[src/rtl/csi_rx_capture_ctrl.sv]
// Capture sequencer for the CSI-2 receive datapath: soft-reset hold, LP-idle arming,
// host-gated frame capture, line/frame counting and stalled-line recovery.
module csi_rx_capture_ctrl #(
    parameter logic [7:0]  RST_CYCLES   = 8'd255,
    parameter logic [7:0]  LP_MIN       = 8'd16,
    parameter logic [15:0] LINE_TIMEOUT = 16'd8192,
    parameter logic [15:0] EXP_LINES    = 16'd0
) (
    input  logic        clock,
    input  logic        areset_n,
    input  logic        enable,
    input  logic        capture_req,
    input  logic        continuous,
    input  logic        err_clear,
    input  logic        in_frame,
    input  logic        in_line,
    input  logic        payload_enable,
    input  logic        lp_detect,
    output logic        dp_sreset,
    output logic        capture_en,
    output logic        frame_done,
    output logic [15:0] line_count,
    output logic [15:0] frame_count,
    output logic        err_line_timeout,
    output logic        err_line_count,
    output logic [2:0]  state
);

    typedef enum logic [2:0] {
        RESET_HOLD = 3'd0,
        WAIT_LP    = 3'd1,
        IDLE       = 3'd2,
        ARMED      = 3'd3,
        CAPTURE    = 3'd4,
        RECOVER    = 3'd5
    } state_t;

    state_t      state_q, state_d;
    logic [7:0]  hold_cnt, hold_cnt_d;
    logic [7:0]  lp_cnt, lp_cnt_d;
    logic [15:0] stall_cnt, stall_cnt_d;
    logic        in_frame_q, in_line_q;

    logic        dp_sreset_d, capture_en_d, frame_done_d;
    logic [15:0] line_count_d, frame_count_d, line_count_final;
    logic        err_line_timeout_d, err_line_count_d;

    logic frame_rise, frame_fall, line_fall;
    logic hold_done, lp_done, stalling, timeout;

    assign frame_rise = in_frame & ~in_frame_q;
    assign frame_fall = ~in_frame & in_frame_q;
    assign line_fall  = ~in_line & in_line_q;

    assign hold_done = (hold_cnt == RST_CYCLES - 8'd1);
    assign lp_done   = lp_detect && (lp_cnt == LP_MIN - 8'd1);
    assign stalling  = in_line && !payload_enable;
    assign timeout   = (state_q == CAPTURE) && stalling && (stall_cnt == LINE_TIMEOUT - 16'd1);

    // A line ending in the same cycle as the frame is counted before the frame check.
    assign line_count_final = (line_fall && line_count != 16'hFFFF) ? line_count + 16'd1
                                                                    : line_count;

    assign state = state_q;

    always_ff @(posedge clock or negedge areset_n) begin
        if (!areset_n) state_q <= RESET_HOLD;
        else           state_q <= state_d;
    end

    always_comb begin
        // NOTE: default first so every path assigns state_d and no latch is inferred.
        state_d = state_q;
        case (state_q)
            RESET_HOLD: if (hold_done) state_d = WAIT_LP;
            WAIT_LP:    if (lp_done) state_d = IDLE;
            IDLE:       if (enable && (capture_req || continuous)) state_d = ARMED;
            ARMED:      if (frame_rise) state_d = CAPTURE;
            CAPTURE: begin
                if (timeout)         state_d = RECOVER;
                else if (frame_fall) state_d = (enable && continuous) ? ARMED : IDLE;
            end
            RECOVER:    state_d = RESET_HOLD;
            default:    state_d = RESET_HOLD;
        endcase
    end

    always_comb begin
        dp_sreset_d   = (state_d == RESET_HOLD);
        capture_en_d  = (state_d == CAPTURE);
        frame_done_d  = (state_q == CAPTURE) && frame_fall && !timeout;
        hold_cnt_d    = (state_q == RESET_HOLD && !hold_done) ? hold_cnt + 8'd1 : 8'd0;
        lp_cnt_d      = (state_q == WAIT_LP && lp_detect && !lp_done) ? lp_cnt + 8'd1 : 8'd0;
        stall_cnt_d   = (state_q == CAPTURE && stalling && !timeout) ? stall_cnt + 16'd1 : 16'd0;

        line_count_d = line_count;
        if (state_q == ARMED && frame_rise) line_count_d = 16'd0;
        else if (state_q == CAPTURE)        line_count_d = line_count_final;

        frame_count_d = frame_done_d ? frame_count + 16'd1 : frame_count;

        // A new error in the same cycle as err_clear keeps the flag set.
        err_line_timeout_d = (err_line_timeout && !err_clear) || timeout;
        err_line_count_d   = (err_line_count && !err_clear) ||
                             (frame_done_d && EXP_LINES != 16'd0 && line_count_final != EXP_LINES);
    end

    always_ff @(posedge clock or negedge areset_n) begin
        if (!areset_n) begin
            dp_sreset        <= 1'b1;
            capture_en       <= 1'b0;
            frame_done       <= 1'b0;
            line_count       <= 16'd0;
            frame_count      <= 16'd0;
            err_line_timeout <= 1'b0;
            err_line_count   <= 1'b0;
            hold_cnt         <= 8'd0;
            lp_cnt           <= 8'd0;
            stall_cnt        <= 16'd0;
            in_frame_q       <= 1'b0;
            in_line_q        <= 1'b0;
        end else begin
            // NOTE: non-blocking so every register samples pre-edge values.
            dp_sreset        <= dp_sreset_d;
            capture_en       <= capture_en_d;
            frame_done       <= frame_done_d;
            line_count       <= line_count_d;
            frame_count      <= frame_count_d;
            err_line_timeout <= err_line_timeout_d;
            err_line_count   <= err_line_count_d;
            hold_cnt         <= hold_cnt_d;
            lp_cnt           <= lp_cnt_d;
            stall_cnt        <= stall_cnt_d;
            in_frame_q       <= in_frame;
            in_line_q        <= in_line;
        end
    end

endmodule
[config.mk]
export PLATFORM = sky130hd
export DESIGN_NAME = csi_rx_capture_ctrl
export DESIGN_NICKNAME = d
export VERILOG_FILES = /design/src/rtl/csi_rx_capture_ctrl.sv
export SDC_FILE = /design/constraint.sdc
export NUM_CORES = 1
export LEC_CHECK = 0
export ABC_AREA = 1
export BUFFER_PORTS_ARGS = -buffer_cell sky130_fd_sc_hd__buf_2
export CORE_ASPECT_RATIO = 0.9
export CORE_MARGIN = 3
export CORE_UTILIZATION = 50
export DETAILED_ROUTE_END_ITERATION = 12
export PLACE_DENSITY = 0.7
export SLEW_MARGIN = 0
export SYNTH_ARGS = -nofsm -noshare
export SYNTH_HDL_FRONTEND = slang
export SYNTH_SLANG_ARGS = --single-unit
[constraint.sdc]
create_clock -name clock -period 3.16 [get_ports clock]
set_input_delay 0.316 -clock clock [delete_from_list [all_inputs] [get_ports clock]]
set_output_delay 0.316 -clock clock [all_outputs]
set_load 0.005 [all_outputs]
Word-level counts from Yosys, hierarchy flattened:

Cells that the tools add are included.

* register bits after elaboration: 74
* output and inout port bits: 40

* mux-type cells: 14
* equality and inequality tests: 9
* bitwise logic cells: 6
* reductions and logical operators: 28
* add/sub/neg operators: 5

Operators by type and width (count)
* 16-bit two-way mux: 4
* 16-bit by 1-bit adder with 16-bit output (second input constant): 3
* 3-bit two-way mux: 6
* 8-bit by 1-bit adder with 8-bit output (second input constant): 2
* 16-bit by 13-bit == test with 1-bit output (second input constant): 1
* 1-bit logical AND: 16
* 8-bit two-way mux: 2
* 16-bit != test (second input constant): 1
* 3-bit case mux with 5 select lines: 1
* 8-bit by 4-bit == test with 1-bit output (second input constant): 1
* 8-bit == test (second input constant): 1
* 3-bit by 2-bit == test with 1-bit output (second input constant): 2
* 3-bit == test (second input constant): 2
* 3-bit zero test: 2
* 1-bit zero test: 5
* 2-bit nonzero test: 2
* 1-bit bitwise AND: 3
* 3-bit by 1-bit == test with 1-bit output (second input constant): 1
* 1-bit inverter: 3
* 1-bit logical OR: 2
* 2-bit AND reduction: 1
* 1-bit two-way mux: 1

Depth between registers and ports, before layout:

Gate-level depths: netlist (run 1).

* depth after elaboration: 7
* depth in mapped cells: 11
* mapped depth without buffers: 11

Worst setup path before layout (run 1):

OpenSTA, ideal clock, no wires.

* kind: reg-to-reg
* start: register line_count[0]
* end: register line_count[11]
* data arrival time: 1550 ps
* data required time: 3044 ps
* library setup time: 116 ps
* buffers on the path: 1
* period minus slack after synthesis: 1667 ps
* cell stages (with the launch flop): 10
* path slack: 1493 ps
* cells stage by stage: dfrtp_1 > ha_1 > nand2_1 > nor3_4 > nand3_2 > nand2_4 > nand2_4 > buf_8 > nand2_1 > nand2_1

* longest elaborated chain between the ends: 4
* elaborated cells between the ends (all ways): 8

RTL lines
* start, declared: RTL line 22 `output logic [15:0] line_count,`
* start signal, assigned: RTL line 127 `line_count <= line_count_d;`
* 16-bit by 1-bit adder with 16-bit output / 16-bit != test (equally long branches): RTL line 61 `assign line_count_final = (line_fall && line_count != 16'hFFFF) ? line_count + 16'd1`
* 16-bit two-way mux / 1-bit logical AND (equally long branches): RTL line 61
* 16-bit two-way mux / 2-bit nonzero test (equally long branches)
* 16-bit two-way mux / 2-bit AND reduction (equally long branches)

Several ways; a longest one is shown, not always the timed one. The select of a mux whose other input is x is not followed.
A chain may end at the register's enable or synchronous reset.

Final worst setup path (run 1):

* start: register line_count[0]
* end: register line_count[14]

Same word-level chain as after synthesis.

==> qor.yml, run 1 <==
grt:
  grt_pass1_vias: 3067
  grt_antenna_before_repair: 0
  overflow: 0
  grt_start_max_net_pins: 75
  grt_first_pass_wirelength_microns: 14000
  grt_usage_pct: 19.3
placement:
  gp_congestion: 0.898
  dp.cells: 609
  port_buffers: 49
  dpl.hpwl_microns: 5990
  placed_area_sq_mm: 0.00423
routing:
  dr.pass1.iters: 4
  postRouteAntennaNets: 0
  drt-total-wl_microns: 8120
  route.detailed.drc: 0
  drt_iter0_drc: 137
  avgViaCountPerCell: 5.15
  vias: 3220
  wl_per_cell_microns: 13.0
clock_tree:
  clock_sinks: 74
  htreeDepth: 3
  clk_latency_ps: 360
  cts-root-buf: "clkbuf_8"
  path_clk_slew_ps: 80
  cts-buffers-inserted: 9
  cts_buffer_depth: 2
  cts_tree: "built"
  cts_hold_buf: 0
  cts_resized: 0
  postCtsSetupBuffers: 0
logic_synthesis:
  synth.distinct_cells: 36
  synth_fp_nets: 487
  ys_warn_count: 0
  synth.avg_cell_area_sq_um: 8.28
  syn_area_sq_mm: 0.00390
  synth_ff_type: "dfrtp_1"
  synth-async-reset-ratio_pct: 100
  ys_seq_elements: 74
  synth_edf_count: 0
  synthCells: 471
  synth-seq-area-share_pct: 47.5
final_layout:
  multi_input_area_sq_mm: 0.00179
  final_area_sq_mm: 0.00445
  final_nets: 543
  fillers: 616
  final-seq-area_sq_mm: 0.00185
  syn2layout_area_growth_pct: 14.1
  finalCoreUtilization_pct: 61.0
  fin_cells: 625
  num_antenna_cells: 0
  drive_gt1_share_pct: 16.7
run:
  maxCapViolCount: 0
sta:
  fmax_mhz: 516
  skew_ps: 12.3
  finalHoldViolCount: 0
  tns_ps: 0
  worst_pin_slew_ps: 904
  finalSetupViolations: 0
  rsz0062_at_grt: "false"
  slew_violations: 0
  slew-limit-headroom_pct: 39.7
  period_share_pct: 61.4
  fin_crit_ps: 1940
die:
  start_util_pct: 53.5
  core.rowCount: 29
  dieArea_sq_mm: 0.00890
  core_area_sq_mm: 0.00729
  die_w_microns: 99.1
  ioPinCount: 50
  die_h_microns: 89.8
worst_setup_path:
  cp-end-kind: "flip-flop"
  crit_type: "reg -> reg"
  crit_path_max_fanout: 19
  cp_data_required_time_ps: 3390
  start_kind: "flip-flop"
  arrival_ps: 2170
status:
  status: "finished, final reports clean"
pwr:
  power.leakage_nw: 2.15
  vdd_drop_max_v: 0.000285
  power_density_mw_per_mm2: 406
  fin_total_pwr_mw: 1.81
min_path:
  holdCritPathClass: "in -> async"
==> worst max-delay path, cell delays in order, from the launching register on <==
cell and delay, ps:
dfrtp_1 480, ha_1 210, nand2_1 130, nor3_4 270, nand3_2 190, nand2_4 140, nand2_4 170, nand3_1 170
o21ai_2 70
==> layout make-up <==
cell class	count	share of cell area (%)
flip-flops and latches	74	41.6
repair buffers	49	5.56
well taps	93	2.61
clock buffers	14	3.65
clock inverters	2	1.35
inverters	59	5.03
multi-input cells	334	40.2
==> where the power goes <==
| group | internal [mW] | total [mW] | switching [mW] |
|---|---|---|---|
| clock | 0.489 | 0.828 | 0.338 |
| sequential | 0.948 | 0.949 | 0.000674 |
| combinational | 0.00691 | 0.0316 | 0.0247 |
==> flip-flops by register name, indices dropped and copies added (netlist names), 3 cells and up <==
name,cells
frame_count,16
line_count,16
stall_cnt,16
hold_cnt,8
lp_cnt,8
state,3
==> cell usage after synthesis, types with 2 or more instances <==
master	n	share of area, %
nand2_1	96	9.2
nor2_1	74	7.1
dfrtp_1	73	47
inv_1	56	5.4
nand3_1	35	4.5
nor3_1	21	2.7
xor2_1	21	4.7
nand4_1	14	2.2
xnor2_1	10	2.2
o21ai_0	9	1.2
a21oi_1	8	1.0
o21ai_2	7	1.6
ha_1	6	1.9
nand2_4	4	1.2
nor3b_1	4	0.77
nand3b_1	3	0.58
nor2_4	3	0.87
o21ai_1	3	0.38
and3_1	2	0.32
buf_2	2	0.26
inv_2	2	0.19
nand2_2	2	0.32
nor2_2	2	0.32
nor4_1	2	0.32
==> through the flow <==
step	hold WS, ps	setup slack (ps)
after floorplan	20.4	1490
after global placement	443	1390
after detailed placement	457	1270
after CTS	88.2	1250
after global routing	87.9	1060
final	77.2	1220
==> kinds of logic (layout without fill, tap and decap cells) <==
logic type | count (synthesis) | in the layout | synth area share [%]
AOI/OAI and AO/OA | 31 | 31 | 4.91
xor gates and xnor gates | 31 | 31 | 6.96
adders and majority gates | 6 | 6 | 1.92
buffers and inverters | 63 | 124 | 6.67
DFF | 74 | 74 | 47.5
and+or+nand+nor | 266 | 266 | 32.0
==> path summary, 6_finish.rpt <==
check	endpoint	cells past startpoint	from	slack [ps]
min reg2reg	stall_cnt[0]	1	stall_cnt[0]	460
max	line_count[14]	8	line_count[0]	1220
min	stall_cnt[13]	1	areset_n	80
min in group clock	in_frame_q	1	in_frame	100
max reg2reg	line_count[14]	8	line_count[0]	1220
max in group asynchronous	frame_count[2]	1	areset_n	2480
==> metal layers <==
| layer | GRT usage [%] | wire [microns] |
|---|---|---|
| met2 | 30.6 | 3850 |
| met1 | 25.4 | 3730 |
| met5 | 0 | 0 |
| met3 | 5.11 | 401 |
| met4 | 6.94 | 133 |
==> cell usage in the layout, fill, tap and decap left out, types with 11 or more instances in the layout <==
cell      instances
buf_2            48
dfrtp_1          73
nand2_1          96
nor2_1           74
nand3_1          35
xor2_1           21
nor3_1           21
inv_1            56
nand4_1          14
clkbuf_8         11
Power figures use the tool's default switching activity.
==> run 2, diff against run 1 <==
- PLACE_DENSITY: 0.7 -> 0.73
- clock period: 3.16 -> 1.77 ns (I/O delays scaled with it)
==> run 2 against run 1 <==
Against the previous run:
- cell area rose by 3.7%
- setup slack worse by 1100 ps
- global-route usage up 0.12 points
- first-iteration DRC count decreased by 11%
- sequential power is 78% higher
==> qor.yml, run 2 (synthesis results as in run 1) <==
worst_setup_path:
  reg2reg_depth: 8  # unchanged
  crit_path_max_fanout: 19  # unchanged
  r2r_slack_ps: 150  # -1070 ps
  cp_top_family: "simple AND/OR/NAND/NOR gates"
  crit_type: "reg -> reg"
  arrival_ps: 1860  # -310 ps
  path_cells: "ha_1 > nand2_1 > nor3_4 > nand3_4 > nand2_4 > nand2_8 > nand3_1 > o21ai_2"
  path_buf_inv: 0  # unchanged
  cp-end-kind: "flip-flop"
  start_kind: "flip-flop"
  slowest_delay_ps: 390  # -90 ps
  worst_path_max_delay_cell: "dfrtp_1"
  rr_endpoint: "line_count[14]"
  cp_data_required_time_ps: 2000  # -1390 ps
  r2r-start: "line_count[1]"
sta:
  fin_crit_ps: 1620  # -316 ps
  period_share_pct: 91.7  # +30 points
  rsz0062_at_grt: "true"
  worst_pin_slew_ps: 474  # -430 ps
  fin_worst_hold_slack_ps: 27.0  # -50.2 ps
  slew-limit-headroom_pct: 68.4  # +29 points
  slew_violations: 0  # unchanged
  finalSetupViolations: 0  # unchanged
  tns_ps: 0  # unchanged
  skew_ps: 5.86  # -6.48 ps
  fmax_mhz: 616  # +19%
  finalHoldViolCount: 0  # unchanged
clock_tree:
  clock_sinks: 74  # unchanged
  cts-root-buf: "clkbuf_8"
  clk_latency_ps: 340  # -20 ps
  cts_tree: "built"
  postCtsSetupBuffers: 0  # unchanged
  cts_buffer_depth: 2  # unchanged
  cts-buffers-inserted: 9  # unchanged
  path_clk_slew_ps: 70  # about the same
  htreeDepth: 3  # unchanged
final_layout:
  fillers: 621  # +0.81%
  final_nets: 559  # +2.9%
  drive_gt1_share_pct: 19.5  # +2.8 points
  mostFrequentLayoutCells: "96 x nand2_1, 74 x nor2_1, 73 x dfrtp_1"
  final_area_sq_mm: 0.00462  # +3.7%
  syn2layout_area_growth_pct: 18.3
  final-seq-area_sq_mm: 0.00185  # unchanged
  final_common_cell: "nand2_1"
  num_antenna_cells: 0  # unchanged
  multi_input_area_sq_mm: 0.00181  # +1.2%
  top_regs: "frame_count x16, line_count x16, stall_cnt x16"
pwr:
  combPwrFrac_pct: 2.1  # +0.4 points
  power_density_mw_per_mm2: 712  # +75%
  swShare_pct: 20.3  # +0.14 points
  vdd_drop_max_v: 0.000466  # +63%
  power.leakage_nw: 2.24  # +4.0%
  power_switching_mw: 0.666  # +83%
  seqPwrFrac_pct: 51.5  # -1.0 points
  clockPowerShare_pct: 46.4  # +0.6 points
  intPower_mw: 2.62  # +81%
status:
  status: "finished, final reports clean"
grt:
  overflow: 0  # unchanged
  grt_start_max_net_pins: 38  # -49%
  grt_usage_pct: 19.4  # +0.12 points
  grt_pass1_vias: 3059  # -0.26%
  grt_first_pass_wirelength_microns: 14200  # +1.7%
  grt_antenna_before_repair: 0  # unchanged
routing:
  dr.pass1.iters: 4  # unchanged
  vias: 3303  # +2.6%
  avgViaCountPerCell: 5.15  # about the same
  drt-total-wl_microns: 8130  # about the same
  drt_iter0_drc: 122  # -11%
  route.detailed.drc: 0  # unchanged
  wl_per_cell_microns: 12.7  # -2.4%
  postRouteAntennaNets: 0  # unchanged
placement:
  dpl.hpwl_microns: 5980  # -0.11%
  port_buffers: 49  # unchanged
  gp_congestion: 0.879  # -2.1%
  placed_area_sq_mm: 0.00433  # +2.3%
die:
  start_util_pct: 53.5  # unchanged
  die_w_microns: 99.1  # unchanged
  ioPinCount: 50  # unchanged
  core.rowCount: 29  # unchanged
  core_area_sq_mm: 0.00729  # unchanged
  die_h_microns: 89.8  # unchanged
  dieArea_sq_mm: 0.00890  # unchanged
min_path:
  holdCritPathClass: "in -> reg"
  hold_start: "in_line"
  min_path_cells: 1
  worstHoldEndpoint: "in_line_q"
run:
  maxCapViolCount: 0  # unchanged
run 2: what timing repair did:
action / 4_1_cts / 5_1_grt
endpoints found under the setup margin: 0 / 16
resized for setup: 0 / 4
hold buffers: 3 / 0
hold endpoints to repair: 34 / 0
run 2: worst max-delay path by stage:
| stage | startpoint | slack [ps] | to | cells past startpoint |
|---|---|---|---|---|
| global placement | stall_cnt[0] | 160 | dp_sreset | 9 |
| CTS | stall_cnt[0] | 70 | capture_en | 9 |
| floorplan | line_count[0] | 100 | line_count[11] | 9 |
| detailed placement | stall_cnt[0] | 90 | capture_en | 9 |
| global route | line_count[1] | -20 | line_count[12] | 9 |
| finish | line_count[1] | 150 | line_count[14] | 8 |
run 2: power by group through the flow:
stage	clock network (mW)	logic (mW)	registers, mW
floorplan	0	0.00983	1.73
global placement	0	0.0663	1.73
detailed placement	0	0.0682	1.73
CTS	1.57	0.0731	1.69
global route	1.64	0.0807	1.69
finish	1.52	0.0694	1.69
run 2: layout make-up:
| cell class | instances | share of cell area [%] |
|---|---|---|
| flip-flops and latches | 74 | 40.1 |
| multi-input cells | 334 | 39.2 |
| repair buffers | 65 | 8.13 |
| inverters | 59 | 4.85 |
| clock buffers | 12 | 3.58 |
| well taps | 93 | 2.52 |
| clock inverters | 4 | 1.57 |
run 2: per-layer routing:
metal / track usage, % / wire length, microns / up-vias / part of all wire [%]
li1: - / - / 1667 / -
met1: 26.9 / 3730 / 1545 / 46
met2: 29.9 / 3830 / 84 / 47
met3: 5.80 / 504 / 7 / 6.2
met4: 4.89 / 69 / 0 / 0.85
met5: 0 / 0 / - / 0
run 2: worst register-to-register path, delay by kind of cell (launching register included):
family          cells  cell delay [ps]
compound gates      1               50
fa+ha+maj           1              180
flops               1              390
simple gates        6              890
run 2: per-stage QoR:
step	power, mW	std cells	utilization (%)	setup WS, ps
6_report	3.29	641	63.3	147
3_3_place_gp	1.79	622	59.3	158
2_1_floorplan	1.74	471	-	103
3_5_place_dp	1.79	622	59.3	86.7
5_1_grt	3.41	641	63.3	-18.0
4_1_cts	3.33	641	63.0	65.2
